`config.mk`:
```
export PLATFORM = sky130hd
export DESIGN_NAME = fsmd_sop_unit
export DESIGN_NICKNAME = d
export VERILOG_FILES = /design/src/rtl/fsmd_pkg.sv /design/src/rtl/fsmd_sop_datapath.sv /design/src/rtl/fsmd_sop_unit.sv
export SDC_FILE = /design/constraint.sdc
export NUM_CORES = 1
export LEC_CHECK = 0
export ABC_AREA = 0
export CAP_MARGIN = 20
export CORE_MARGIN = 2
export CORE_UTILIZATION = 60
export DETAILED_ROUTE_END_ITERATION = 10
export PLACE_DENSITY_LB_ADDON = 0.25
export SYNTH_ARGS = -nofsm -noshare
export SYNTH_HDL_FRONTEND = slang
export SYNTH_HIERARCHICAL = 1
export SYNTH_SLANG_ARGS = --single-unit
```
`constraint.sdc`:
```
create_clock -name clock -period 10.9 [get_ports clock]
set_input_delay 1.635 -clock clock [delete_from_list [all_inputs] [get_ports clock]]
set_output_delay 1.635 -clock clock [all_outputs]
set_load 0.01 [all_outputs]
```
`src/rtl/fsmd_pkg.sv`:
```
// Shared types for the sum-of-products FSM+D unit.
//   state_e   : control FSM states (encoding is visible on the PS debug port)
//   mode_e    : expression select codes
//   reg_sel_e : per-register input mux select (hold / load / add / multiply)
//   dp_ctrl_t : control bundle from the FSM to the datapath
package fsmd_pkg;

  typedef enum logic [2:0] {
    S_IDLE = 3'd0,
    S_OP1  = 3'd1,
    S_OP2  = 3'd2,
    S_OP3  = 3'd3,
    S_DONE = 3'd4
  } state_e;

  typedef enum logic [1:0] {
    MODE_SUM3_MUL = 2'd0,  // (a+b+c)*e
    MODE_SUM_PROD = 2'd1,  // (a+c)*(c+d)
    MODE_DOT2     = 2'd2,  // a*b + c*d
    MODE_RSVD     = 2'd3   // y=0, err=1
  } mode_e;

  typedef enum logic [1:0] {
    SEL_HOLD = 2'd0,
    SEL_LOAD = 2'd1,
    SEL_ADD  = 2'd2,
    SEL_MUL  = 2'd3
  } reg_sel_e;

  typedef struct packed {
    reg_sel_e r1_sel;
    reg_sel_e r2_sel;
    reg_sel_e r3_sel;
    logic     add_b_r3;  // adder second operand: 0=R2, 1=R3
    logic     mul_a_r2;  // multiplier first operand: 0=R1, 1=R2
    logic     mul_b_r3;  // multiplier second operand: 0=R2, 1=R3
  } dp_ctrl_t;

endpackage

```
`src/rtl/fsmd_sop_datapath.sv`:
```
// Datapath for fsmd_sop_unit: working registers R1..R3, their input muxes,
// one shared adder and one shared multiplier.
//   clk_i, rst_i     : clock, synchronous active-high reset
//   ctrl_i           : mux selects and operand selects from the FSM
//   r1_ld_i..r3_ld_i : values loaded when a register's select is SEL_LOAD
//   r1_next_o        : value R1 takes at the coming edge (feeds the y register)
module fsmd_sop_datapath
  import fsmd_pkg::*;
#(
  parameter int unsigned RW = 10
) (
  input  logic          clk_i,
  input  logic          rst_i,
  input  dp_ctrl_t      ctrl_i,
  input  logic [RW-1:0] r1_ld_i,
  input  logic [RW-1:0] r2_ld_i,
  input  logic [RW-1:0] r3_ld_i,
  output logic [RW-1:0] r1_next_o
);

  logic [RW-1:0] r1_q, r2_q, r3_q;
  logic [RW-1:0] r1_d, r2_d, r3_d;
  logic [RW-1:0] add_b, sum, sum23;
  logic [RW-1:0] mul_a, mul_b, prod;

  // Shared adder R1 + (R2|R3); R2+R3 is a side sum needed only when R1 and
  // R2 both accumulate in the same cycle (mode 1, OP1).
  assign add_b = ctrl_i.add_b_r3 ? r3_q : r2_q;
  assign sum   = r1_q + add_b;
  assign sum23 = r2_q + r3_q;

  // Shared multiplier; product truncated to RW bits.
  assign mul_a = ctrl_i.mul_a_r2 ? r2_q : r1_q;
  assign mul_b = ctrl_i.mul_b_r3 ? r3_q : r2_q;
  assign prod  = mul_a * mul_b;

  // Register input muxes.
  always_comb begin
    r1_d = r1_q;
    r2_d = r2_q;
    r3_d = r3_q;
    case (ctrl_i.r1_sel)
      SEL_LOAD: r1_d = r1_ld_i;
      SEL_ADD:  r1_d = sum;
      SEL_MUL:  r1_d = prod;
      default:  r1_d = r1_q;
    endcase
    case (ctrl_i.r2_sel)
      SEL_LOAD: r2_d = r2_ld_i;
      SEL_ADD:  r2_d = sum23;
      SEL_MUL:  r2_d = prod;
      default:  r2_d = r2_q;
    endcase
    case (ctrl_i.r3_sel)
      SEL_LOAD: r3_d = r3_ld_i;
      SEL_MUL:  r3_d = prod;
      default:  r3_d = r3_q;
    endcase
  end

  // Working registers.
  always_ff @(posedge clk_i) begin
    if (rst_i) begin
      r1_q <= '0;
      r2_q <= '0;
      r3_q <= '0;
    end else begin
      r1_q <= r1_d;
      r2_q <= r2_d;
      r3_q <= r3_d;
    end
  end

  assign r1_next_o = r1_d;

endmodule

```
`src/rtl/fsmd_sop_unit.sv`:
```
// Width-generic FSM+D sum-of-products engine. A fixed IDLE->OP1->OP2->OP3->DONE
// schedule drives three working registers, one adder and one multiplier.
//   clock, reset : rising-edge clock, synchronous active-high reset
//   start        : request (sampled in IDLE only); mode/a..e captured with it
//   y            : result, valid with done, held until the next accepted start
//   busy         : state is not IDLE
//   done         : one-cycle result pulse
//   err          : reserved mode (3) flagged alongside done
//   PS           : present state (debug)
module fsmd_sop_unit
  import fsmd_pkg::*;
#(
  parameter int unsigned WIDTH = 4
) (
  input  logic                 clock,
  input  logic                 reset,
  input  logic                 start,
  input  logic [1:0]           mode,
  input  logic [WIDTH-1:0]     a,
  input  logic [WIDTH-1:0]     b,
  input  logic [WIDTH-1:0]     c,
  input  logic [WIDTH-1:0]     d,
  input  logic [WIDTH-1:0]     e,
  output logic [2*WIDTH+1:0]   y,
  output logic                 busy,
  output logic                 done,
  output logic                 err,
  output logic [2:0]           PS
);

  localparam int unsigned RW = 2 * WIDTH + 2;

  state_e        state_q, state_d;
  mode_e         mode_q, mode_d;
  logic [RW-1:0] d_q, d_d, e_q, e_d;   // operands consumed after the load cycle
  logic [RW-1:0] y_q, y_d;
  logic          err_q, err_d;
  logic          busy_q, busy_d;
  logic          done_q, done_d;

  dp_ctrl_t      ctrl;
  logic [RW-1:0] r1_ld, r2_ld, r3_ld;
  logic [RW-1:0] r1_next;

  fsmd_sop_datapath #(.RW(RW)) u_dp (
    .clk_i     (clock),
    .rst_i     (reset),
    .ctrl_i    (ctrl),
    .r1_ld_i   (r1_ld),
    .r2_ld_i   (r2_ld),
    .r3_ld_i   (r3_ld),
    .r1_next_o (r1_next)
  );

  // Next state, datapath control and output register inputs.
  always_comb begin
    state_d       = state_q;
    mode_d        = mode_q;
    d_d           = d_q;
    e_d           = e_q;
    y_d           = y_q;
    err_d         = err_q;
    ctrl.r1_sel   = SEL_HOLD;
    ctrl.r2_sel   = SEL_HOLD;
    ctrl.r3_sel   = SEL_HOLD;
    ctrl.add_b_r3 = 1'b0;
    ctrl.mul_a_r2 = 1'b0;
    ctrl.mul_b_r3 = 1'b0;
    r1_ld         = '0;
    r2_ld         = '0;
    r3_ld         = '0;

    case (state_q)
      S_IDLE: begin
        if (start) begin
          state_d     = S_OP1;
          mode_d      = mode_e'(mode);
          d_d         = RW'(d);
          e_d         = RW'(e);
          y_d         = '0;
          err_d       = 1'b0;
          ctrl.r1_sel = SEL_LOAD;
          ctrl.r2_sel = SEL_LOAD;
          ctrl.r3_sel = SEL_LOAD;
          case (mode_e'(mode))
            MODE_SUM3_MUL: begin r1_ld = RW'(a); r2_ld = RW'(c); r3_ld = RW'(b); end
            MODE_SUM_PROD: begin r1_ld = RW'(a); r2_ld = RW'(c); r3_ld = RW'(d); end
            MODE_DOT2:     begin r1_ld = RW'(a); r2_ld = RW'(b); r3_ld = RW'(c); end
            default:       begin r1_ld = '0;     r2_ld = '0;     r3_ld = '0;     end
          endcase
        end
      end

      S_OP1: begin
        state_d = S_OP2;
        case (mode_q)
          MODE_SUM3_MUL: ctrl.r1_sel = SEL_ADD;            // R1 = a+c
          MODE_SUM_PROD: begin                             // R1 = a+c, R2 = c+d
            ctrl.r1_sel = SEL_ADD;
            ctrl.r2_sel = SEL_ADD;
          end
          MODE_DOT2: begin                                 // R1 = a*b, R2 = d
            ctrl.r1_sel = SEL_MUL;
            ctrl.r2_sel = SEL_LOAD;
            r2_ld       = d_q;
          end
          default: ;
        endcase
      end

      S_OP2: begin
        state_d = S_OP3;
        case (mode_q)
          MODE_SUM3_MUL: begin                             // R1 += b, R3 = e
            ctrl.r1_sel   = SEL_ADD;
            ctrl.add_b_r3 = 1'b1;
            ctrl.r3_sel   = SEL_LOAD;
            r3_ld         = e_q;
          end
          MODE_SUM_PROD: ctrl.r1_sel = SEL_MUL;            // R1 = R1*R2
          MODE_DOT2: begin                                 // R2 = d*c
            ctrl.r2_sel   = SEL_MUL;
            ctrl.mul_a_r2 = 1'b1;
            ctrl.mul_b_r3 = 1'b1;
          end
          default: ;
        endcase
      end

      S_OP3: begin
        state_d = S_DONE;
        case (mode_q)
          MODE_SUM3_MUL: begin                             // R1 = R1*e
            ctrl.r1_sel   = SEL_MUL;
            ctrl.mul_b_r3 = 1'b1;
          end
          MODE_DOT2: ctrl.r1_sel = SEL_ADD;                // R1 = ab + cd
          default: ;
        endcase
        // y captures R1 after this cycle's operation, not the stale R1.
        y_d   = r1_next;
        err_d = (mode_q == MODE_RSVD);
      end

      S_DONE:  state_d = S_IDLE;
      default: state_d = S_IDLE;
    endcase

    busy_d = (state_d != S_IDLE);
    done_d = (state_d == S_DONE);
  end

  // Control and output registers.
  always_ff @(posedge clock) begin
    if (reset) begin
      state_q <= S_IDLE;
      mode_q  <= MODE_SUM3_MUL;
      d_q     <= '0;
      e_q     <= '0;
      y_q     <= '0;
      err_q   <= 1'b0;
      busy_q  <= 1'b0;
      done_q  <= 1'b0;
    end else begin
      state_q <= state_d;
      mode_q  <= mode_d;
      d_q     <= d_d;
      e_q     <= e_d;
      y_q     <= y_d;
      err_q   <= err_d;
      busy_q  <= busy_d;
      done_q  <= done_d;
    end
  end

  assign y    = y_q;
  assign err  = err_q;
  assign busy = busy_q;
  assign done = done_q;
  assign PS   = state_q;

endmodule

```
### Word-level counts from Yosys, hierarchy flattened

Index checks and enable logic that the tools add are counted.

| operators by class | value |
|---|---|
| $add $sub $neg | 2 |
| reductions and logical operators | 12 |
| multipliers | 1 |
| eq/ne operators | 18 |
| muxes and demuxes | 36 |

Operators with widths:

| operator | number |
|---|---|
| case mux 10 bit (3 select lines) | 2 |
| 2-to-1 mux 10 bit | 4 |
| case mux 10 bit (2 select lines) | 2 |
| 2-to-1 mux 4 bit | 7 |
| case mux 4 bit (2 select lines) | 3 |
| adder 10 bit | 2 |
| case mux 2 bit (2 select lines) | 5 |
| equality test 2 bit, second input constant | 8 |
| case mux 3 bit (4 select lines) | 1 |
| case mux 4 bit (3 select lines) | 1 |
| equality test 2 x 1 -> 1 bit, second input constant | 5 |
| multiplier 10 x 10 -> 10 bit | 1 |
| case mux 2 bit (4 select lines) | 1 |
| equality test 3 x 2 -> 1 bit, second input constant | 2 |
| 2-to-1 mux 2 bit | 3 |
| case mux 2 bit (3 select lines) | 1 |
| nonzero test 3 bit | 2 |
| 2-to-1 mux 5 bit | 1 |
| zero test 2 bit | 2 |
| case mux 1 bit (2 select lines) | 2 |
| AND reduction 2 bit | 2 |
| nonzero test 2 bit | 2 |
| OR reduction 2 bit | 2 |
| equality test 3 x 1 -> 1 bit, second input constant | 1 |
| other kinds (6) | 7 |

| storage, ports and cells | value |
|---|---|
| register bits | 56 |

### Logic depth before layout (Yosys ltp)

| logic depth | value |
|---|---|
| word-level depth | 7 |
| depth in mapped cells | 24 |

### By module

Netlist, hierarchy kept.

Modules (own cells, without submodules):

| module | instances | sequential area each (µm²) | area each (µm²) | cells an instance |
|---|---|---|---|---|
| fsmd_sop_datapath | 1 | 600.6 | 3978.8 | 429 |
| fsmd_sop_unit | 1 | 520.5 | 1291.2 | 150 |

### Least setup slack after synthesis

OpenSTA, ideal clock, no wires.

| timing | value |
|---|---|
| path type | flip-flop to flip-flop |
| start point | register state_q[1], in the netlist PS[1] |
| end point | register u_dp.r2_q[9] |
| cell stages (with the launch flop) | 22 |
| clock period less this slack | 6.127 ns |
| buffers on the path | 2 |
| path slack | 4.773 ns |
| library setup time | 0.059 ns |
| data arrival time | 6.068 ns |
| path through | dfxtp_1 -> buf_2 -> nand3b_1 -> nor3_1 -> a21o_1 -> buf_6 -> mux2_2 -> nand2_1 -> fa_1 -> fa_1 -> inv_1 -> fa_1 -> fa_1 -> fa_1 -> xor2_1 -> xnor2_1 -> xnor2_1 -> xnor2_1 -> xnor3_2 -> xnor2_2 -> a2111oi_2 -> a31o_1 |

RTL lines:

| element | line | RTL |
|---|---|---|
| from (decl) | fsmd_sop_unit.sv:33 | `state_e state_q, state_d;` |
| from (signal assigned) | fsmd_sop_unit.sv:165 | `state_q <= state_d;` |
| to (signal assigned) | fsmd_sop_datapath.sv:69 | `r2_q <= r2_d;` |
| to (decl) | fsmd_sop_datapath.sv:21 | `logic [RW-1:0] r1_q, r2_q, r3_q;` |

==> summary.md <==
| Metric | Value |
|---|---|
| Share of layout cells above drive strength 1 | 0.105 |
| Total number of vias | 4334 |
| CP Max Fanout | 14 |
| Initial Util | 0.610 |
| # DRC | 0 |
| Routability cong. | 0.932 |
| Critical Path Sink Type | flip-flop |
| Worst slew margin | 0.468 |
| Io pins | 41 |
| Total Die Area | 9550 sq um |
| Setup Skew | 0.0135 ns |
| CTS resizes | 0 |
| Routed Antenna Nets | 0 |
| CTS sink count | 56 |
| Root Driver | clkbuf_8 |
| H-tree depth | 2 |
| Clock-pin slew on the worst setup and hold paths | 0.12 ns |
| Internal power | 0.000405 W |
| Latest clock arrival within the worst-skew pair | 0.33 ns |
| Sw Share | 0.388 |
| Largest net degree at the start of global routing | 50 |
| Post-synth EDFFs | 0 |
| Mapped Cells | 579 |
| Crit path DAT | 6.80 ns |
| Post-CTS setup buffer count | 0 |
| Fin crit period | 6.58 ns |
| TritonCTS clock tree | built |
| Antenna cells | 0 |
| Syn Area/Cell | 9.10 sq um |
| Status | complete, no violations |
| Die extent in x | 97.7 microns |
| Unrepaired setup endpoints after global routing | false |
| Seq pwr share | 0.389 |
| 1st-iter DRT viols | 179 |
| Commonest non-fill, non-tap cell in the layout | nand2_1 |
| CP required | 11.13 ns |
| Routed wire length | 12.7 mm |
| P&R area growth vs syn | 12.3% |
| DP HPWL | 10.1 mm |
| Net Sw Power | 0.000257 W |
| Dpl ws | 4.35 ns |
| Yosys top cell area share | 0.213 |
| Setup CP Type | flip-flop to flip-flop |
| Maximum clock insertion buffer count | 2 |
| Max IR drop VDD | 0.107 mV |
| Clk pwr share | 0.191 |
| Slew @ Worst Pin | 0.798 ns |
| Num rows | 34 |
| MaxCap Viol Count | 0 |
| Logic pwr share | 0.420 |
| Synth area leaders | dfxtp_1 (21%), ha_1 (10%), fa_1 (9.1%), mux2i_1 (6.1%), mux4_2 (4.7%) |
| Hold Vio Cnt, Final | 0 |
| Vias in the first global route | 4308 |
| First-pass GRT wire length | 21.2 mm |
| Post-synth ARST share | 0 |
| Num CTS Buffers | 5 |
| Final Cycle Share | 0.603 |
| Routed len/inst | 17.3 microns |
| # setup viols final | 0 |
| Top FF cell, synth | dfxtp_1 |
| GRT Residual Overflow | 0 |
| Initial antenna violation count | 0 |
| Static Leakage | 2.62 nW |
| Floorplan core area | 8640 sq um |
| Final worst slack | 4.32 ns |
| Die Y | 97.7 microns |
| Most frequent cells in the layout | nand2_1 (57), dfxtp_1 (56), inv_1 (44) |
| Sequential-to-total area share from yosys stat | 0.213 |
| Synthesized area | 5270 sq um |
| Pwr Density | 112 nW/um^2 |
| GRT Resource Usage Total | 0.273 |
| Min-delay worst type | flip-flop to flip-flop |
| Setup TNS | 0 ns |
| CP Launch Type | flip-flop |
| Layout Nets | 716 |
| Pins over their slew limit | 0 |
| Highest Clock Rate | 152 MHz |
| Area leader, netlist | dfxtp_1 |
| Cell variety after synth | 58 |
| FF+latch count, synth | 56 |
| CTS Hold Bufs | 0 |
| Yosys warning count | 6 |
| IO buf count | 40 |
| Drt pass-1 iters | 5 |
| Vias per cell | 5.90 |
stage by stage:
step           area (sq um)  cells  utilization  power (W)  hold WS, ns
3_3_place_gp           5790    724        0.671   0.000524        0.443
5_1_grt                5920    734        0.685   0.000704        0.484
4_1_cts                5900    732        0.683   0.000658        0.464
2_1_floorplan          5340    598            -   0.000462        0.436
6_report               5920    734        0.685   0.000662        0.464
3_5_place_dp           5790    724        0.671   0.000532        0.449
power groups by stage:
stage               clock network (W)  registers [W]  logic [W]
finish                       0.000127       0.000257   0.000278
floorplan                           0       0.000247   0.000214
CTS                          0.000128       0.000256   0.000274
global placement                    0       0.000260   0.000264
global route                 0.000139       0.000259   0.000306
detailed placement                  0       0.000261   0.000271
worst max-delay path, cell delays in order, from the launching register on:
cell,delay [ns]
dfxtp_1,0.61
nand3b_1,0.20
nor3_2,0.13
buf_4,0.27
a21o_1,0.47
mux2_2,0.47
nand2_1,0.10
fa_1,0.44
fa_1,0.51
inv_1,0.05
fa_1,0.46
fa_1,0.51
fa_1,0.44
xor2_1,0.18
xnor2_1,0.19
xnor2_1,0.11
xnor2_1,0.23
xnor3_2,0.39
xnor2_2,0.28
o221ai_1,0.19
a22o_1,0.23
synthesized netlist by cell type, drive strengths merged (12+ instances only):
master	count
clkbuf	17
nand2	58
a211oi	12
xnor2	27
a22o	14
mux2	22
ha	42
nor2	38
nor2b	16
nor3	18
inv	44
dfxtp	56
fa	24
a21oi	35
mux2i	34
state kept, by name, indices dropped and copies added, names as in the netlist:
signal	count
u_dp/r1_q	10
u_dp/r2_q	10
u_dp/r3_q	10
y	10
d_q	4
e_q	4
PS	3
mode_q	2
busy	1
done	1
err	1
kinds of logic after synthesis:
group / share of synthesized area
AOI/OAI and AO/OA: 0.139
adders and majority gates: 0.191
and+or+nand+nor: 0.167
buffers and inverters: 0.0556
muxes: 0.164
DFF: 0.213
other: 0.000712
xor gates and xnor gates: 0.0705
worst paths after layout:
path	startpoint	end	slack, ns	cells after the start
worst min register to register	d_q[0]$_SDFFE_PP0P_	d_q[0]$_SDFFE_PP0P_	0.46	2
worst min-delay path	d_q[0]$_SDFFE_PP0P_	d_q[0]$_SDFFE_PP0P_	0.46	2
worst max-delay path	PS[1]$_SDFF_PP0_	y[9]$_SDFFE_PP0P_	4.32	20
worst max register to register	PS[1]$_SDFF_PP0_	y[9]$_SDFFE_PP0P_	4.32	20
final cells by class:
cell class                 count  area (sq um)
clock buffer                   5          68.8
multi-input combinational    470          3930
inverter                      44           165
fill                         707          2720
tap                          108           135
sequential                    56          1120
timing repair buffer          48           459
clock inverter                 3          33.8
layer usage:
metal | vias to the layer above | track usage | share of wire
li1 | 2101 | - | -
met1 | 2071 | 0.368 | 0.44
met2 | 135 | 0.465 | 0.48
met3 | 27 | 0.0302 | 0.049
met4 | 0 | 0.0855 | 0.027
met5 | - | 0 | 0
Note: power is estimated with default switching activity, not from simulation.
